### config.mk
export PLATFORM = sky130hd
export DESIGN_NAME = vram_arbiter_flat
export DESIGN_NICKNAME = d
export VERILOG_FILES = /design/src/rtl/vram_arbiter_if.sv /design/src/rtl/vram_arbiter.sv /design/src/flat_wrapper.sv
export SDC_FILE = /design/constraint.sdc
export NUM_CORES = 1
export LEC_CHECK = 0
export ABC_CLOCK_PERIOD_IN_PS = 2000
export BUFFER_PORTS_ARGS = -buffer_cell sky130_fd_sc_hd__buf_2
export CAP_MARGIN = 30
export CORE_UTILIZATION = 30
export CTS_BUF_LIST = sky130_fd_sc_hd__clkbuf_4 sky130_fd_sc_hd__clkbuf_8 sky130_fd_sc_hd__clkbuf_16
export CTS_CLUSTER_SIZE = 8
export DETAILED_ROUTE_END_ITERATION = 16
export GPL_TIMING_DRIVEN = 0
export HOLD_SLACK_MARGIN = 0.1
export PLACE_DENSITY_LB_ADDON = 0.15
export SLEW_MARGIN = 0
export SYNTH_ARGS = -nofsm -noshare
export SYNTH_HDL_FRONTEND = slang
export SYNTH_SLANG_ARGS = --single-unit
export TNS_END_PERCENT = 30
### constraint.sdc
create_clock -name clk -period 2 [get_ports clk]
set_input_delay 0.3 -clock clk [delete_from_list [all_inputs] [get_ports clk]]
set_output_delay 0.3 -clock clk [all_outputs]
set_load 0.03 [all_outputs]
### src/rtl/vram_arbiter_if.sv
// VRAM arbiter port bundle: CPU write, scanout read,
// clear-engine control and single-port RAM side.
interface vram_arbiter_if #(
  parameter int AW = 7
);
  logic          cpu_req_valid;
  logic [AW-1:0] cpu_req_addr;
  logic [31:0]   cpu_req_data;
  logic          cpu_req_ready;
  logic          scan_req_valid;
  logic [AW-1:0] scan_req_addr;
  logic          scan_rsp_valid;
  logic [31:0]   scan_rsp_data;
  logic          clr_start;
  logic [31:0]   clr_pattern;
  logic          clr_busy;
  logic          clr_done;
  logic          ram_en;
  logic          ram_we;
  logic [AW-1:0] ram_addr;
  logic [31:0]   ram_wdata;
  logic [31:0]   ram_rdata;

  modport slave (
    input  cpu_req_valid, cpu_req_addr, cpu_req_data,
    output cpu_req_ready,
    input  scan_req_valid, scan_req_addr,
    output scan_rsp_valid, scan_rsp_data,
    input  clr_start, clr_pattern,
    output clr_busy, clr_done,
    output ram_en, ram_we, ram_addr, ram_wdata,
    input  ram_rdata
  );

  modport master (
    output cpu_req_valid, cpu_req_addr, cpu_req_data,
    input  cpu_req_ready,
    output scan_req_valid, scan_req_addr,
    input  scan_rsp_valid, scan_rsp_data,
    output clr_start, clr_pattern,
    input  clr_busy, clr_done,
    input  ram_en, ram_we, ram_addr, ram_wdata,
    output ram_rdata
  );
endinterface

### src/rtl/vram_arbiter.sv
// Single-port VRAM arbiter: scanout > starved clear > CPU > clear,
// with a fill engine that writes a latched pattern to every word.
module vram_arbiter #(
  parameter int DEPTH        = 128,
  parameter int AW           = 7,
  parameter int STARVE_LIMIT = 4
) (
  input logic           clk,
  input logic           rst,
  vram_arbiter_if.slave bus
);
  localparam int SW = $clog2(STARVE_LIMIT + 1);

  typedef enum logic [1:0] {IDLE, CLEAR, DONE} state_t;

  state_t        state, state_nx;
  logic [AW-1:0] clr_addr, clr_addr_nx;
  logic [SW-1:0] starve_cnt, starve_nx;
  logic [31:0]   pattern, pattern_nx;
  logic          rsp_valid;
  logic          in_clr, starved;
  logic          g_scan, g_cpu, g_clr;

  assign in_clr  = (state == CLEAR);
  assign starved = in_clr && (starve_cnt == SW'(STARVE_LIMIT));

  // grants are gated by rst so the RAM side is quiet during reset
  assign g_scan = rst && bus.scan_req_valid;
  assign g_cpu  = rst && !bus.scan_req_valid && !starved
                  && bus.cpu_req_valid;
  assign g_clr  = rst && !bus.scan_req_valid && in_clr
                  && (starved || !bus.cpu_req_valid);

  always_comb begin
    bus.ram_en        = 1'b0;
    bus.ram_we        = 1'b0;
    bus.ram_addr      = '0;
    bus.ram_wdata     = '0;
    bus.cpu_req_ready = 1'b0;
    unique case (1'b1)
      g_scan: begin
        bus.ram_en   = 1'b1;
        bus.ram_addr = bus.scan_req_addr;
      end
      g_cpu: begin
        bus.ram_en        = 1'b1;
        bus.ram_we        = 1'b1;
        bus.ram_addr      = bus.cpu_req_addr;
        bus.ram_wdata     = bus.cpu_req_data;
        bus.cpu_req_ready = 1'b1;
      end
      g_clr: begin
        bus.ram_en    = 1'b1;
        bus.ram_we    = 1'b1;
        bus.ram_addr  = clr_addr;
        bus.ram_wdata = pattern;
      end
      default: ;
    endcase
  end

  always_comb begin
    state_nx    = state;
    clr_addr_nx = clr_addr;
    pattern_nx  = pattern;
    starve_nx   = starve_cnt;
    unique case (state)
      IDLE: begin
        if (bus.clr_start) begin
          state_nx    = CLEAR;
          clr_addr_nx = '0;
          pattern_nx  = bus.clr_pattern;
        end
      end
      CLEAR: begin
        if (g_clr) begin
          clr_addr_nx = clr_addr + AW'(1);
          if (clr_addr == AW'(DEPTH - 1))
            state_nx = DONE;
        end
      end
      DONE:    state_nx = IDLE;
      default: state_nx = IDLE;
    endcase
    if (!in_clr || g_clr)
      starve_nx = '0;
    else if (g_cpu && !starved)
      starve_nx = starve_cnt + SW'(1);
  end

  always_ff @(posedge clk or negedge rst) begin
    if (!rst) begin
      state      <= IDLE;
      clr_addr   <= '0;
      starve_cnt <= '0;
      pattern    <= '0;
      rsp_valid  <= 1'b0;
    end else begin
      state      <= state_nx;
      clr_addr   <= clr_addr_nx;
      starve_cnt <= starve_nx;
      pattern    <= pattern_nx;
      rsp_valid  <= g_scan;
    end
  end

  // RAM read data arrives the cycle after the scan grant
  assign bus.scan_rsp_valid = rsp_valid;
  assign bus.scan_rsp_data  = rsp_valid ? bus.ram_rdata : '0;
  assign bus.clr_busy       = in_clr;
  assign bus.clr_done       = (state == DONE);
endmodule
### src/flat_wrapper.sv
// flat-port wrapper written by rule: the top's interface ports become plain ports
module vram_arbiter_flat 
#(
  parameter int DEPTH        = 128,
  parameter int AW           = 7,
  parameter int STARVE_LIMIT = 4
)
  (clk, rst, bus_cpu_req_valid, bus_cpu_req_addr, bus_cpu_req_data, bus_cpu_req_ready, bus_scan_req_valid, bus_scan_req_addr, bus_scan_rsp_valid, bus_scan_rsp_data, bus_clr_start, bus_clr_pattern, bus_clr_busy, bus_clr_done, bus_ram_en, bus_ram_we, bus_ram_addr, bus_ram_wdata, bus_ram_rdata);
  vram_arbiter_if #(.AW(AW)) bus_i ();
  input logic clk;
  input logic rst;
  input wire logic [$bits(bus_i.cpu_req_valid)-1:0] bus_cpu_req_valid;
  input wire logic [$bits(bus_i.cpu_req_addr)-1:0] bus_cpu_req_addr;
  input wire logic [$bits(bus_i.cpu_req_data)-1:0] bus_cpu_req_data;
  output wire logic [$bits(bus_i.cpu_req_ready)-1:0] bus_cpu_req_ready;
  input wire logic [$bits(bus_i.scan_req_valid)-1:0] bus_scan_req_valid;
  input wire logic [$bits(bus_i.scan_req_addr)-1:0] bus_scan_req_addr;
  output wire logic [$bits(bus_i.scan_rsp_valid)-1:0] bus_scan_rsp_valid;
  output wire logic [$bits(bus_i.scan_rsp_data)-1:0] bus_scan_rsp_data;
  input wire logic [$bits(bus_i.clr_start)-1:0] bus_clr_start;
  input wire logic [$bits(bus_i.clr_pattern)-1:0] bus_clr_pattern;
  output wire logic [$bits(bus_i.clr_busy)-1:0] bus_clr_busy;
  output wire logic [$bits(bus_i.clr_done)-1:0] bus_clr_done;
  output wire logic [$bits(bus_i.ram_en)-1:0] bus_ram_en;
  output wire logic [$bits(bus_i.ram_we)-1:0] bus_ram_we;
  output wire logic [$bits(bus_i.ram_addr)-1:0] bus_ram_addr;
  output wire logic [$bits(bus_i.ram_wdata)-1:0] bus_ram_wdata;
  input wire logic [$bits(bus_i.ram_rdata)-1:0] bus_ram_rdata;
  assign bus_i.cpu_req_valid = bus_cpu_req_valid;
  assign bus_i.cpu_req_addr = bus_cpu_req_addr;
  assign bus_i.cpu_req_data = bus_cpu_req_data;
  assign bus_cpu_req_ready = bus_i.cpu_req_ready;
  assign bus_i.scan_req_valid = bus_scan_req_valid;
  assign bus_i.scan_req_addr = bus_scan_req_addr;
  assign bus_scan_rsp_valid = bus_i.scan_rsp_valid;
  assign bus_scan_rsp_data = bus_i.scan_rsp_data;
  assign bus_i.clr_start = bus_clr_start;
  assign bus_i.clr_pattern = bus_clr_pattern;
  assign bus_clr_busy = bus_i.clr_busy;
  assign bus_clr_done = bus_i.clr_done;
  assign bus_ram_en = bus_i.ram_en;
  assign bus_ram_we = bus_i.ram_we;
  assign bus_ram_addr = bus_i.ram_addr;
  assign bus_ram_wdata = bus_i.ram_wdata;
  assign bus_i.ram_rdata = bus_ram_rdata;
  vram_arbiter #(.DEPTH(DEPTH), .AW(AW), .STARVE_LIMIT(STARVE_LIMIT)) u_core (.clk(clk), .rst(rst), .bus(bus_i));
endmodule
==> flow_summary.json, run 1 <==
{
  "worst_skew_pair.late_latency_ns": 0.30,
  "routed_wl_mm": 9.171,
  "static-leakage-power_uw": 0.002282,
  "cts_inserted_buffers": 5,
  "design.final.nets": 630,
  "layout.filler_cells": 857,
  "route.layer.met1.wl_mm": 3.842,
  "p_per_area_mw_per_mm2": 646.9,
  "floorplan.die.height_um": 95.63,
  "yosys.cell_types.count": 40,
  "path_max_fanout": 10,
  "die_area_mm2": 0.009145,
  "via_count_of_the_first_global_routing_pass": 2712,
  "peakVddDrop_mv": 0.3118,
  "max_clock_freq_mhz": 457.8,
  "post_route_cells_drive_above_1_share_pct": 44.64,
  "synthCells": 308,
  "synth_sequential_area_ratio_pct": 42.82,
  "async_reset_ff_share_pct": 100.0,
  "max_slew.worst_pin.slew_ns": 0.5570,
  "area.growth.synth_to_final_pct": 53.00,
  "setup_viol": 39,
  "cp-end-kind": "output port",
  "synth_edf_count": 0,
  "finalHoldViolations": 0,
  "netlist_top_cells_area": "dfrtp_1, nand2_1, a22o_1, and2_1, a221o_1",
  "clk_path_buf_depth": 2,
  "worstSetupPathType": "reg2out",
  "synth_seq_cells": 45,
  "fp.dieW_um": 95.63,
  "antennaDiodeCount": 0,
  "detail_route.wl_per_cell_um": 14.84,
  "grt_usage_pct": 20.31,
  "run_status": "finished, violations left",
  "cts_tree": "built",
  "place_hpwl_mm": 6.875,
  "core_rows": 33,
  "clkTransAtPathRegs_ns": 0.09,
  "min_period_ns": 2.184,
  "post-route-worst-setup-slack_ns": -0.1845,
  "input_output_buffers": 191,
  "pin_count_of_the_biggest_net_entering_global_routing": 26,
  "top_layer": "met4",
  "drt_iter0_markers": 116,
  "mappedNetlistNets": 426,
  "drt_pass1_iterations": 4,
  "cp.arrival_ns": 1.88,
  "core_area_mm2": 0.008341,
  "syn_avg_cell_area_um2": 8.539,
  "postRouteAntennaNets": 0,
  "yosysTopAreaCellShare_pct": 42.82,
  "timing.max_slew.rel_slack_pct": 62.78,
  "place_congestion": 0.7636,
  "ys_dominant_reg_cell": "dfrtp_1",
  "layout.cells.most_common": "buf_2",
  "hold_slack_ns": 0.1858,
  "clock_sink_count": 45,
  "crit_required_ns": 1.70,
  "globalRoute.totalOverflow": 0,
  "synthesis.yosys.warnings": 0,
  "finalMaxSlewViolations": 0,
  "top_level_ports": 192,
  "holdCritPathClass": "in2reg",
  "synth_largest_area_cell": "dfrtp_1",
  "wl_met3_um": 680,
  "syn-cell-area_mm2": 0.002630,
  "timing.final.crit_share_pct": 109.2,
  "cts-root-buf": "clkbuf_8",
  "rsz0062_at_grt": "yes",
  "via_per_inst": 4.752,
  "routed-via-count": 2937,
  "ff2ff_setup_slack_ns": 0.24,
  "layout.cells.most_common_list": "buf_2, nand2_1, dfrtp_1, and2_1, a22o_1",
  "grt_first_pass_wirelength_mm": 13.99,
  "failed_checks": "negative setup slack",
  "number_of_antenna_violations_at_the_first_check_in_global_routing": 0,
  "dpl_worst_slack_ns": -0.5920,
  "drt_drc_violations_left": 0,
  "final_skew_ns": 0.004438,
  "start_util_pct": 31.53,
  "cp-start-kind": "flip-flop",
  "maxCapViolCount": 0,
  "cts_htree_levels": 2,
  "met2_wirelength_mm": 4.619
}
==> metrics by stage <==
step	TNS (ns)	cell area (µm²)	util [%]	power, µW	cells
after global routing	-9.725	4024	48.24	2777	618
final	-5.521	4024	48.24	2603	618
after detailed placement	-22.87	3737	44.81	1946	605
after global placement	-43.35	3717	44.57	1926	604
after CTS	-5.526	3994	47.88	2630	617
after floorplan	0	2630	-	1634	308
==> cell families after synthesis <==
| logic type | synth area share, % |
|---|---|
| AO/OA/AOI/OAI | 19.08 |
| adder cells (fa/ha/maj) | 1.427 |
| buffers and inverters | 4.757 |
| flip-flops | 42.82 |
| multiplexers | 0.3806 |
| AND/OR/NAND/NOR | 31.54 |
==> path summary, 6_finish.rpt <==
path / start / to / depth (start not counted)
setup reg to reg: u_core.state[0]$_DFFE_PN0P_ / u_core.clr_addr[3]$_DFFE_PN0P_ / 4
setup / recovery: u_core.starve_cnt[1]$_DFFE_PN0P_ / bus_ram_addr[0] / 7
max in group asynchronous: rst / u_core.state[0]$_DFFE_PN0P_ / 3
hold / removal: bus_clr_pattern[1] / u_core.pattern[1]$_DFFE_PN0P_ / 3
hold reg to reg: u_core.pattern[5]$_DFFE_PN0P_ / u_core.pattern[5]$_DFFE_PN0P_ / 2
min in group asynchronous: rst / u_core.pattern[27]$_DFFE_PN0P_ / 2
==> per-layer routing <==
metal  up-vias  GRT usage, %
met2       136         35.65
met5         -             0
met1      1327         26.37
met4         0         3.358
li1       1472             -
met3         2         3.589
==> worst max-delay path, stage by stage, from the launching register on <==
cell	delay [ns]
dfrtp_1	0.41
inv_2	0.08
ha_4	0.16
nand4b_1	0.12
and2_4	0.18
buf_6	0.14
a221o_1	0.35
buf_6	0.14
==> report_power, final <==
part | leakage, µW | total, µW | switching, µW | internal (µW)
Combinational | 0.00168 | 846 | 467 | 378
Sequential | 0.000563 | 1170 | 134 | 1040
Clock | 0.0000408 | 585 | 325 | 260
==> sequential cells by signal, summed over array words and instances (netlist names) <==
register and flops:
u_core.pattern 32, u_core.clr_addr 7, u_core.starve_cnt 3, u_core.state 2
u_core.bus.scan_rsp_valid 1
==> cell usage after synthesis (3+ instances only) <==
master    instances
nor2_1            5
a221o_1           7
inv_1             3
a21oi_1           3
nand2_1         105
dfrtp_1          45
ha_1              3
clkbuf_1         10
a31oi_1           5
and2_1           34
a22o_1           32
buf_2             6
o21ai_0           3
and3_1           10
o211ai_1          3
nand3_1           5
buf_4             4
==> area by class of cell <==
| cell class | instances | area (µm²) | area share (%) |
|---|---|---|---|
| plain buffers | 21 | 122.6 | 3.047 |
| flip-flops and latches | 45 | 1129 | 28.05 |
| clock buffers | 6 | 76.32 | 1.897 |
| clock inverters | 2 | 15.01 | 0.3731 |
| inverters | 3 | 11.26 | 0.2799 |
| multi-input cells | 238 | 1419 | 35.26 |
| repair buffers | 198 | 1120 | 27.83 |
| well taps | 105 | 131.4 | 3.265 |
==> repair_timing <==
action | 4_1_cts | 5_1_grt
setup buffers | 3 | 0
endpoints found under the hold margin | 20 | 0
hold buffers | 2 | 0
setup endpoints to repair | 42 | 44
pin swaps | 4 | 2
gates resized for setup | 39 | 11
No activity file was read; power rests on OpenSTA's default activity.
==> inputs of run 2 (changes only) <==
CELL_PAD_IN_SITES_DETAIL_PLACEMENT = 0   (was unset)
CELL_PAD_IN_SITES_GLOBAL_PLACEMENT = 1   (was unset)
CORE_UTILIZATION = 28   (was 30)
==> flow_summary.json, run 2 (same netlist as run 1, synthesis figures left out) <==
{
  "run_status": "finished, violations left",
  "failed_checks": "negative setup slack",
  "via_per_inst": 4.834,
  "final.setup.tns_ns": -6.883,
  "clkTransAtPathRegs_ns": 0.09,
  "part_of_the_power_in_the_clock_network_pct": 23.8,
  "die_area_mm2": 0.009784,
  "postLayoutCoreUtil_pct": 46.41,
  "drt_iter0_markers": 137,
  "cp.buffers_inverters": 4,
  "worstSetupPathType": "reg2out",
  "globalRoute.totalOverflow": 0,
  "setup_viol": 39,
  "final_skew_ns": 0.007190,
  "input_output_buffers": 191,
  "start_util_pct": 29.58,
  "largest_reg_flops": 32,
  "layout.cells.most_common": "buf_2",
  "detail_route.wl_per_cell_um": 15.30,
  "postRouteAntennaNets": 0,
  "static-leakage-power_uw": 0.002342,
  "layout.filler_cells": 921,
  "max_slew.worst_pin.slew_ns": 0.6906,
  "p_int_uw": 1761,
  "area.growth.synth_to_final_pct": 56.90,
  "critical-path-top-delay-family": "compound AO/OA/AOI/OAI gates",
  "dpl_worst_slack_ns": -0.6361,
  "timing.final.crit_share_pct": 110.7,
  "min_period_ns": 2.214,
  "crit_required_ns": 1.70,
  "timing.max_slew.rel_slack_pct": 53.86,
  "cts_htree_levels": 2,
  "via_count_of_the_first_global_routing_pass": 2886,
  "power.total_uw": 2713,
  "max_clock_freq_mhz": 451.7,
  "cts-root-buf": "clkbuf_8",
  "drt_pass1_iterations": 4,
  "routed_wl_mm": 9.610,
  "cp-end-kind": "output port",
  "fp.dieW_um": 98.92,
  "number_of_antenna_violations_at_the_first_check_in_global_routing": 0,
  "pwr-share-comb_pct": 33.0,
  "grt_usage_pct": 19.37,
  "place_congestion": 0.8053,
  "path_max_fanout": 6,
  "cp.arrival_ns": 1.91,
  "cts_inserted_buffers": 5,
  "pin_count_of_the_biggest_net_entering_global_routing": 24,
  "core_rows": 34,
  "crit_path_cell_trace": "inv_2 -> ha_4 -> buf_6 -> a21boi_4 -> nor2_4 -> buf_6 -> a221o_1 -> buf_6",
  "design.final.nets": 637,
  "routed-via-count": 3036,
  "clock_sink_count": 45,
  "clk_path_buf_depth": 2,
  "layout.cells.most_common_list": "buf_2, nand2_1, dfrtp_1, and2_1, a22o_1",
  "worst_skew_pair.late_latency_ns": 0.30,
  "finalMaxSlewViolations": 0,
  "maxCapViolCount": 0,
  "grt_first_pass_wirelength_mm": 14.74,
  "cts_tree": "built",
  "cp-start-kind": "flip-flop",
  "p_per_area_mw_per_mm2": 657.5,
  "critPathMostFrequentCell": "buf_6",
  "peakVddDrop_mv": 0.2895,
  "finalHoldViolations": 0,
  "place_hpwl_mm": 6.887,
  "cpMaxStageDelayCell": "dfrtp_1",
  "switching_share_pct": 35.11,
  "top_level_ports": 192,
  "floorplan.die.height_um": 98.92,
  "post_route_cells_drive_above_1_share_pct": 45.77,
  "drt_drc_violations_left": 0,
  "post-route-worst-setup-slack_ns": -0.2139,
  "holdCritPathClass": "in2reg",
  "max_stage_delay_ns": 0.38,
  "largest_registers_ranked_by_flip_flop_count": "u_core.pattern (32), u_core.clr_addr (7), u_core.starve_cnt (3)",
  "switching_power_uw": 952.5,
  "core_area_mm2": 0.008891,
  "seq_power_share_pct": 43.2,
  "max_flop_register": "u_core.pattern",
  "antennaDiodeCount": 0,
  "rsz0062_at_grt": "yes"
}
[run 2: routing by layer]
metal / wire, µm / global-route usage, %
met5: 0 / 0
met4: 158 / 5.396
met3: 638 / 3.475
met2: 4738 / 34.86
met1: 4074 / 23.62
[run 2: power by group through the flow]
stage	combinational (µW)	clock, µW	sequential, µW
2_1_floorplan	490	0	1140
3_3_place_gp	746	0	1180
3_5_place_dp	762	0	1180
4_1_cts	880	658	1170
5_1_grt	981	697	1190
6_report	896	645	1170
[run 2: worst paths after layout]
path | from | endpoint | slack, ns | cells past startpoint
worst max-delay path | u_core.starve_cnt[0]$_DFFE_PN0P_ | bus_ram_addr[2] | -0.21 | 8
worst min-delay path | bus_clr_pattern[1] | u_core.pattern[1]$_DFFE_PN0P_ | 0.18 | 3
worst max register to register | u_core.state[0]$_DFFE_PN0P_ | u_core.pattern[22]$_DFFE_PN0P_ | 0.21 | 4
worst min register to register | u_core.pattern[25]$_DFFE_PN0P_ | u_core.pattern[25]$_DFFE_PN0P_ | 0.48 | 2
max in group asynchronous | rst | u_core.state[1]$_DFFE_PN0P_ | 1.05 | 3
min in group asynchronous | rst | u_core.starve_cnt[2]$_DFFE_PN0P_ | 0.49 | 2
[run 2: per-stage QoR]
step | instance area (µm²) | hold WS [ns] | cells
6_report | 4126 | 0.1797 | 628
5_1_grt | 4126 | 0.1777 | 628
4_1_cts | 4066 | 0.1753 | 626
3_5_place_dp | 3741 | 0.3501 | 608
3_3_place_gp | 3721 | 0.4582 | 607
2_1_floorplan | 2630 | 0.004409 | 308
[run 2: tightest hold or removal path: stages]
cell,delay [ns]
buf_2,0.07
nand2_1,0.04
nand2_1,0.04
[run 2: cell type report]
cell class | instances | area (µm²) | share of cell area, %
buffer | 21 | 137.6 | 3.335
clock buffer | 7 | 96.34 | 2.335
clock inverter | 1 | 5.005 | 0.1213
inverter | 3 | 11.26 | 0.2729
multi-input combinational | 238 | 1436 | 34.81
sequential | 45 | 1129 | 27.35
tap | 108 | 135.1 | 3.275
timing repair buffer | 205 | 1176 | 28.50
[run 2: repair_timing]
item                       CTS  global route
setup endpoints to repair   42            42
hold endpoints to repair    22             0
gates resized for setup     40            12
cloned                       2             0
hold buffers                 2             0
pin swaps                   12             2
setup buffers                7             1
==> inputs of run 3 (changes only) <==
BUFFER_PORTS_ARGS = -buffer_cell sky130_fd_sc_hd__buf_4   (was -buffer_cell sky130_fd_sc_hd__buf_2)
==> flow_summary.json, run 3 (same netlist as run 1, synthesis figures left out) <==
{
  "static-leakage-power_uw": 0.002495,
  "pin_count_of_the_biggest_net_entering_global_routing": 46,
  "fp.dieW_um": 98.92,
  "layout.filler_cells": 861,
  "antennaDiodeCount": 0,
  "layout.cells.most_common": "buf_4",
  "clkTransAtPathRegs_ns": 0.09,
  "drt_iter0_markers": 138,
  "top_level_ports": 192,
  "routed-via-count": 3077,
  "timing.hold.worst_path_depth": 3,
  "timing.max_slew.rel_slack_pct": 57.46,
  "endpoint": "bus_ram_addr[2]",
  "layout.cells.most_common_list": "buf_4, nand2_1, dfrtp_1, and2_1, a22o_1",
  "place_hpwl_mm": 7.071,
  "postRouteAntennaNets": 0,
  "die_area_mm2": 0.009784,
  "largest_reg_flops": 32,
  "postLayoutCoreUtil_pct": 52.46,
  "cts_inserted_buffers": 5,
  "clk_path_buf_depth": 2,
  "routed_wl_mm": 9.911,
  "crit_path_cell_trace": "inv_2 -> ha_4 -> nand4b_1 -> and2_4 -> buf_8 -> a221o_1 -> buf_6",
  "cts-root-buf": "clkbuf_8",
  "p_per_area_mw_per_mm2": 639.0,
  "ff2ff_setup_slack_ns": -0.02,
  "max_slew.worst_pin.slew_ns": 0.6367,
  "crit_required_ns": 1.70,
  "beginning_of_the_critical_path": "u_core.starve_cnt[0]$_DFFE_PN0P_",
  "min_period_ns": 2.201,
  "via_per_inst": 4.846,
  "area.growth.synth_to_final_pct": 77.35,
  "via_count_of_the_first_global_routing_pass": 3062,
  "run_status": "finished, violations left",
  "grt_usage_pct": 20.03,
  "drt_pass1_iterations": 4,
  "holdCritPathClass": "in2reg",
  "largest_registers_ranked_by_flip_flop_count": "u_core.pattern (32), u_core.clr_addr (7), u_core.starve_cnt (3)",
  "floorplan.die.height_um": 98.92,
  "number_of_antenna_violations_at_the_first_check_in_global_routing": 0,
  "cp-start-kind": "flip-flop",
  "cts_tree": "built",
  "post-route-worst-setup-slack_ns": -0.2013,
  "max_stage_delay_ns": 0.40,
  "place_congestion": 0.8208,
  "maxCapViolCount": 0,
  "cpMaxStageDelayCell": "dfrtp_1",
  "final_design_area_no_fill_mm2": 0.004664,
  "detail_route.wl_per_cell_um": 15.61,
  "clock_sink_count": 45,
  "rsz0062_at_grt": "yes",
  "critical_path.reg2reg.endpoint": "u_core.starve_cnt[1]$_DFFE_PN0P_",
  "cts_htree_levels": 2,
  "path_max_fanout": 5,
  "startpoint_of_the_lowest_slack_register_to_register_path": "u_core.starve_cnt[0]$_DFFE_PN0P_",
  "grt_first_pass_wirelength_mm": 15.30,
  "finalHoldViolations": 0,
  "design.final.nets": 644,
  "place_area_mm2": 0.004199,
  "cp-end-kind": "output port",
  "core_area_mm2": 0.008891,
  "worst_skew_pair.late_latency_ns": 0.30,
  "cp.arrival_ns": 1.90,
  "drt_drc_violations_left": 0,
  "max_clock_freq_mhz": 454.3,
  "max_flop_register": "u_core.pattern",
  "setup_viol": 40,
  "number_of_cells_on_the_worst_reg_to_reg_path": 13,
  "core_rows": 34,
  "input_output_buffers": 191,
  "finalMaxSlewViolations": 0,
  "timing.final.crit_share_pct": 110.1,
  "worstSetupPathType": "reg2out",
  "post_route_cells_drive_above_1_share_pct": 46.68,
  "start_util_pct": 29.58,
  "failed_checks": "negative setup slack",
  "peakVddDrop_mv": 0.2756,
  "globalRoute.totalOverflow": 0,
  "regArea_mm2": 0.001127,
  "multi_input_comb_area_mm2": 0.001430,
  "final_skew_ns": 0.006550
}
-- run 3: cell count changes in the layout (fill, tap and decap cells not counted), moves of 2 or more --
cell      change
buf_2       -178
buf_4       +183
clkbuf_4      -2
buf_6         +5
-- run 3: cell type report --
cell class | count | area share [%]
Sequential cell | 45 | 24.17
Timing Repair Buffer | 212 | 36.75
Clock buffer | 6 | 1.770
Buffer | 21 | 2.709
Tap cell | 108 | 2.897
Multi-Input combinational cell | 238 | 30.66
Clock inverter | 2 | 0.8047
Inverter | 3 | 0.2414
-- run 3: routing by layer --
layer  track usage [%]  up-vias  wire, µm
met4             4.018        0        89
met5                 0        -         0
met1             22.99     1418      3905
li1                  -     1498         -
met3             4.113       13       756
met2             38.14      148      5160
-- run 3: how the worst min path moves through the flow --
stage                             start                                   to  slack, ns
detailed placement                  rst       u_core.pattern[28]$_DFFE_PN0P_       0.37
global route        bus_clr_pattern[27]       u_core.pattern[27]$_DFFE_PN0P_       0.18
finish               bus_clr_pattern[2]        u_core.pattern[2]$_DFFE_PN0P_       0.18
CTS                 bus_clr_pattern[31]       u_core.pattern[31]$_DFFE_PN0P_       0.17
global placement                    rst       u_core.pattern[28]$_DFFE_PN0P_       0.36
floorplan                           rst  u_core.bus.scan_rsp_valid$_DFF_PN0_      0.004
-- run 3: through the flow --
step	power (µW)	instances	setup TNS [ns]	worst slack, ns	hold slack (ns)
floorplan	1634	308	0	0.04785	0.004409
global placement	2041	607	-24.24	-0.6073	0.3631
detailed placement	2060	607	-24.97	-0.6376	0.3696
CTS	2964	634	-6.011	-0.1920	0.1736
global route	3138	635	-9.506	-0.2693	0.1775
finish	2981	635	-6.448	-0.2013	0.1794
-- run 3: repair_timing --
| item | in CTS | in global routing |
|---|---|---|
| resized for setup | 31 | 15 |
| cloned | 2 | 0 |
| setup buffers | 16 | 2 |
| pin swaps | 15 | 5 |
| endpoints found under the setup margin | 42 | 44 |
| hold endpoints to repair | 45 | 0 |
| hold buffers | 2 | 0 |
-- run 3: power by group --
part	switching (µW)	leakage, µW	internal, µW	total [µW]
Sequential	138	0.000564	1040	1180
Clock	331	0.0000574	407	737
Combinational	505	0.00187	562	1070
Total	974	0.00250	2010	2980
-- run 3: critical path, delay by kind of cell (launching register included) --
| kind | cells | cell delay (ns) |
|---|---|---|
| AOI/OAI and AO/OA | 1 | 0.34 |
| adders and majority gates | 1 | 0.14 |
| buffers and inverters | 3 | 0.36 |
| DFF | 1 | 0.40 |
| and+or+nand+nor | 2 | 0.35 |
